File: src/rtl/sub_pipe_pkg.sv
// Shared arithmetic helpers for the parametrised pipelined subtractor.
// Functions work on a generic wide signed type; callers slice to their own widths.
package sub_pipe_pkg;

  localparam int MAX_W = 32;

  typedef logic signed [MAX_W-1:0] wide_t;

  function automatic int fw_of(input int in_w);
    return in_w + 1;
  endfunction

  function automatic wide_t clamp_hi(input int out_w);
    return wide_t'((1 << (out_w - 1)) - 1);
  endfunction

  function automatic wide_t clamp_lo(input int out_w);
    return wide_t'(-(1 << (out_w - 1)));
  endfunction

  // Only the low in_w bits of value are meaningful; the rest are rebuilt here.
  function automatic wide_t ext_op(input wide_t value, input int in_w, input bit signed_mode);
    int shift;
    shift = MAX_W - in_w;
    if (signed_mode) begin
      return (value <<< shift) >>> shift;
    end
    return wide_t'($unsigned(value << shift) >> shift);
  endfunction

  // Returns {overflow_flag, result}; the caller keeps result[out_w-1:0].
  function automatic logic [MAX_W:0] fit_out(input wide_t d, input int out_w, input int fw,
                                             input bit sat);
    wide_t hi;
    wide_t lo;
    wide_t res;
    logic  flag;
    hi   = clamp_hi(out_w);
    lo   = clamp_lo(out_w);
    res  = d;
    flag = 1'b0;
    if (out_w < fw) begin
      if (d > hi) begin
        flag = 1'b1;
        if (sat) res = hi;
      end else if (d < lo) begin
        flag = 1'b1;
        if (sat) res = lo;
      end
    end
    return {flag, res};
  endfunction

endpackage

File: src/rtl/sub_pipe_param_stage.sv
// One pipeline slot: valid bit, data word and overflow flag, advanced by a global enable.
// Flush drops the valid bit only; the data word may keep a stale value.
module sub_pipe_stage #(
  parameter int W = 5
) (
  input  logic         clk,
  input  logic         rst_n,
  input  logic         clr_i,
  input  logic         adv_i,
  input  logic         valid_i,
  input  logic [W-1:0] data_i,
  input  logic         flag_i,
  output logic         valid_o,
  output logic [W-1:0] data_o,
  output logic         flag_o
);

  logic         valid_q, valid_d;
  logic [W-1:0] data_q, data_d;
  logic         flag_q, flag_d;

  always_comb begin
    valid_d = valid_q;
    data_d  = data_q;
    flag_d  = flag_q;
    if (adv_i) begin
      valid_d = valid_i;
      data_d  = data_i;
      flag_d  = flag_i;
    end
    if (clr_i) begin
      valid_d = 1'b0;
    end
  end

  always_ff @(posedge clk or negedge rst_n) begin
    if (!rst_n) begin
      valid_q <= 1'b0;
      data_q  <= '0;
      flag_q  <= 1'b0;
    end else begin
      valid_q <= valid_d;
      data_q  <= data_d;
      flag_q  <= flag_d;
    end
  end

  assign valid_o = valid_q;
  assign data_o  = data_q;
  assign flag_o  = flag_q;

endmodule

File: src/rtl/sub_pipe_param.sv
// Pipelined aIn - bIn with width conversion, overflow flag and valid/ready flow control.
// The whole pipe stalls together when the last stage holds an unconsumed result.
module sub_pipe_param
  import sub_pipe_pkg::*;
#(
  parameter int IN_W      = 4,
  parameter int OUT_W     = 5,
  parameter int LAT       = 3,
  parameter int SIGNED_IN = 0,
  parameter int SAT       = 1
) (
  input  logic                    clk,
  input  logic                    rst_n,
  input  logic                    clr,
  input  logic                    in_valid,
  output logic                    in_ready,
  input  logic        [IN_W-1:0]  aIn,
  input  logic        [IN_W-1:0]  bIn,
  output logic                    out_valid,
  input  logic                    out_ready,
  output logic signed [OUT_W-1:0] subOut,
  output logic                    satOut
);

  localparam int FW = fw_of(IN_W);

  wide_t            aExt;
  wide_t            bExt;
  wide_t            diffW;
  logic [MAX_W:0]   fitRes;
  logic [MAX_W-1:OUT_W] unusedFitBits;
  logic             adv;

  logic [LAT:0]     vChain;
  logic [LAT:0]     fChain;
  logic [OUT_W-1:0] dChain [LAT+1];

  // FW-bit difference cannot overflow, so the wide type holds it exactly.
  always_comb begin
    aExt   = ext_op(wide_t'(aIn), IN_W, SIGNED_IN != 0);
    bExt   = ext_op(wide_t'(bIn), IN_W, SIGNED_IN != 0);
    diffW  = aExt - bExt;
    fitRes = fit_out(diffW, OUT_W, FW, SAT != 0);
  end

  assign unusedFitBits = fitRes[MAX_W-1:OUT_W];

  assign adv      = ~vChain[LAT] | out_ready;
  assign in_ready = rst_n & adv & ~clr;

  assign vChain[0] = in_valid & in_ready;
  assign dChain[0] = fitRes[OUT_W-1:0];
  assign fChain[0] = fitRes[MAX_W];

  for (genvar s = 1; s <= LAT; s++) begin : gStage
    sub_pipe_stage #(
      .W(OUT_W)
    ) uStage (
      .clk    (clk),
      .rst_n  (rst_n),
      .clr_i  (clr),
      .adv_i  (adv),
      .valid_i(vChain[s-1]),
      .data_i (dChain[s-1]),
      .flag_i (fChain[s-1]),
      .valid_o(vChain[s]),
      .data_o (dChain[s]),
      .flag_o (fChain[s])
    );
  end

  assign out_valid = vChain[LAT];
  assign subOut    = dChain[LAT];
  assign satOut    = fChain[LAT];

endmodule

File: config.mk
export PLATFORM = sky130hd
export DESIGN_NAME = sub_pipe_param
export DESIGN_NICKNAME = d
export VERILOG_FILES = /design/src/rtl/sub_pipe_pkg.sv /design/src/rtl/sub_pipe_param_stage.sv /design/src/rtl/sub_pipe_param.sv
export SDC_FILE = /design/constraint.sdc
export NUM_CORES = 1
export LEC_CHECK = 0
export BUFFER_PORTS_ARGS = -buffer_cell sky130_fd_sc_hd__clkbuf_2
export CAP_MARGIN = 20
export CORE_MARGIN = 4
export CORE_UTILIZATION = 57
export CTS_CLUSTER_DIAMETER = 40
export DETAILED_ROUTE_END_ITERATION = 8
export PLACE_DENSITY = 0.81
export SLEW_MARGIN = 20
export SYNTH_ARGS = -nofsm -noshare
export SYNTH_HDL_FRONTEND = slang
export SYNTH_HIERARCHICAL = 1
export SYNTH_SLANG_ARGS = --single-unit
File: constraint.sdc
create_clock -name clk -period 3 [get_ports clk]
set_clock_uncertainty 0.05 [all_clocks]
set_input_delay 0.3 -clock clk [delete_from_list [all_inputs] [get_ports clk]]
set_output_delay 0.3 -clock clk [all_outputs]
set_load 0.005 [all_outputs]
# Word-level counts from Yosys, hierarchy flattened
# Cells that the tools add are included.
# op_classes
n_addsub	1
mux	6
n_bitwise	6
n_reduce_logical	1
# ops
cell	count
1-bit 2-to-1 mux	6
4-bit by 4-bit subtractor with 5-bit output	1
1-bit AND	3
1-bit NOT	2
2-bit nonzero test	1
1-bit bitwise OR	1
# totals
regBits	18
input_bits	13
output_inout_bits	8
word_cells	20

# Logic depth before layout (Yosys ltp)
# depth
ltp_word	7
ltp_mapped	7

# By module
# Netlist, hierarchy kept.
# modules_own_cells
mod	n_inst	cells_each	area_each_um2	seq_area_each_um2
sub_pipe_stage	3	16	290.3	175.2
sub_pipe_param	1	21	162.7	0.0

# Least setup slack after synthesis
# No wires, ideal clock.
# synth_timing
path_kind	input to register
from	input port aIn[0]
to	register gStage[1].uStage.data_q[4]
setup_ns	0.064
t_arrival_ns	1.375
required_ns	2.886
setup_slack_ns	1.511
cell_stages	7
n_path_buf	0
cell_sequence	inv_1 -> ha_1 -> inv_1 -> fa_1 -> a21o_2 -> a21oi_1 -> mux2_4
# synth_rtl
element	line	rtl
from (decl)	sub_pipe_param.sv:17	input logic [IN_W-1:0] aIn,
to (signal assigned)	sub_pipe_param_stage.sv:43	data_q <= data_d;
to (decl)	sub_pipe_param_stage.sv:19	logic [W-1:0] data_q, data_d;

# Worst setup path in the final report
# layout_timing
from	input port rst_n
to	output port in_ready
# layout_via
elab_chain_cells	2
# layout_rtl
element	line	rtl
from (decl)	sub_pipe_param.sv:13	input logic rst_n,
1-bit AND (2 in a row)	sub_pipe_param.sv:49	assign in_ready = rst_n & adv & ~clr;
to (decl)	sub_pipe_param.sv:16	output logic in_ready,
# No other way between the ends.

==> reports/metrics.cfg <==
[outcome]
outcome=completed

[clock_tree]
cts_made_buffers=3
cts_buffer_depth=2
insertion_delay_ns=0.29
cts_tree=yes
cts.htree.levels=1
cts.sinks=21
clk_pin_slew_ns=0.10
cts_hold_buf=1
root_buffer=clkbuf_4
cts_resized=0
post_cts_buffers=0

[floorplanning]
start_util_pct=59.9
ios=21
placementRows=15
core-area_sq_um=1730
chipHeight_microns=50.6
die_w_microns=50.6
fp.dieArea_sq_um=2560

[timing]
setup_violations=0
fin_crit_sh_pct=65.7
worst_pin_slew_ns=0.517
final.setup.tns_ns=0
rsz0062_at_grt=no
hold_viol=0
max_freq_mhz=507
fin_crit_ns=1.97
max_slew_margin_pct=65.6
drv_slew=0

[power]
ir_drop_mv=0.247
internal_power_w=0.000442
p_switching_w=0.000133
p_leak_nw=0.670
comb_power_share_pct=18.5
p_seq_share_pct=58.9
switching_share_pct=23.1
p_total_w=0.000575
powerDensity_nw_per_um2=490
clkPwrFrac_pct=22.6

[cells_and_area]
final_cell_count_no_fill=117
area_growth_pct=13.7
mostFrequentLayoutCell=dfrtp_1
n_antenna_cell=0
nets=111
fin_util_pct=68.0
drive_above_1_share_pct=46.7
layout_common_cells=dfrtp_1 (21), clkbuf_2 (20), mux2_4 (18), inv_1 (6), ha_1 (4)

[grt]
track_usage_pct=14.8
grt_max_degree=23
grt_pass1_wl_mm=2.71
grt_antenna_before_repair=0
overflow=0
grt_pass1_vias=571

[route]
viasPerCell=4.91
routed_wl_mm=1.52
vias=574
dr.pass1.iters=4
wl_per_cell_microns=13.0
first_iter_violations=8
drc_errors=0
antenna_left=0

[setup_path]
setup.worst_path.start_class=input pin
reg2reg_to=gStage[1].uStage/valid_o
worst_setup_path_end_kind=primary output
crit_start=rst_n
worstRegToRegCells=6
crit_type=input pin to primary output
arrival_ns=1.62
required_ns=2.65
cp-endpoint=in_ready
r2r_start=gStage[3].uStage/valid_o
crit_path_max_fanout=22
reg2reg_setup_slack_ns=1.50

[placed_design]
io_buffers=20
routabilityCongestion=0.651
hpwl_mm=1.17
dp_cells=112

[yosys]
synth_seq_area_share_pct=50.8
syn_area_per_cell_sq_um=15.0
ys_warn_count=6
synth.distinct_cells=18
synth_area_sq_um=1030
synth_nets=87
syn_inst=69
synth-seq-cells=21

[flow_run]
drv_cap=0

[min_path]
hp-class=input pin to register

synthesized netlist by cell type:
cell type,n,area [sq um]
mux2i_1,3,30.0
xor2_1,1,8.76
and2_1,1,6.26
a21oi_1,1,5.00
xnor2_1,1,8.76
a21o_1,1,7.51
ha_1,4,50.1
nand2b_1,1,6.26
and3b_1,1,8.76
a21o_2,1,8.76
buf_6,3,33.8
dfrtp_1,21,526
mux2_4,18,270
fa_1,1,20.0
conb_1,1,3.75
nor2_1,3,11.3
inv_1,6,22.5
a31oi_1,1,6.26
registers in the layout (all words and copies together) (netlist names):
name and count:
gStage.uStage/data_o 15, gStage.uStage/flag_o 3, gStage.uStage/valid_o 3
layout make-up:
| class | instances | area, sq um |
|---|---|---|
| Multi-Input combinational cell | 39 | 452 |
| Timing Repair Buffer | 22 | 118 |
| Tap cell | 25 | 31.3 |
| Clock buffer | 4 | 26.3 |
| Fill cell | 143 | 552 |
| Sequential cell | 21 | 526 |
| Inverter | 6 | 22.5 |
kinds of logic (layout without fill, tap and decap cells):
logic type	count (synthesis)	in the layout	synth area share, %
multiplexers	21	21	29.1
other	1	1	0.363
buffers and inverters	9	32	5.45
AND/OR/NAND/NOR	6	6	3.15
adder cells (fa/ha/maj)	5	5	6.78
AO/OA/AOI/OAI	4	4	2.66
XOR/XNOR	2	2	1.70
flip-flops	21	21	50.8
worst min path at each step:
stage / slack [ns] / endpoint / depth (start not counted) / from
floorplan: -0.05 / gStage[1].uStage/data_o[0] / 0 / rst_n
global placement: 0.24 / gStage[2].uStage/flag_o / 1 / rst_n
CTS: 0.14 / gStage[3].uStage/valid_o / 2 / clr
global route: 0.13 / gStage[3].uStage/valid_o / 2 / clr
finish: 0.15 / gStage[3].uStage/valid_o / 2 / clr
detailed placement: 0.25 / gStage[3].uStage/data_o[0] / 1 / rst_n
routing by layer:
metal	share of wire [%]	up-vias	global-route usage, %
met2	44	18	21.1
met3	4.8	4	2.67
li1	-	276	-
met4	3.5	0	10.8
met5	0	-	0
met1	47	276	20.1
stage by stage:
| step | setup WS [ns] | hold slack [ns] | cell area (sq um) |
|---|---|---|---|
| floorplan | 1.51 | -0.0456 | 1030 |
| global placement | 1.39 | 0.239 | 1140 |
| detailed placement | 1.36 | 0.249 | 1140 |
| CTS | 0.989 | 0.141 | 1170 |
| global route | 0.896 | 0.131 | 1170 |
| finish | 1.03 | 0.148 | 1170 |
power groups by stage:
stage	clock network [W]	logic (W)	registers (W)
6_report	0.000130	0.000106	0.000339
5_1_grt	0.000156	0.000118	0.000345
4_1_cts	0.000135	0.000108	0.000340
3_5_place_dp	0	0.000107	0.000345
3_3_place_gp	0	0.000104	0.000343
2_1_floorplan	0	0.0000729	0.000340
worst max-delay path: stages:
cell and delay (ns):
dlygate4sd3_1 0.52, clkbuf_2 0.43, and3b_1 0.25, clkbuf_2 0.12
Note: power is estimated with default switching activity, not from simulation.
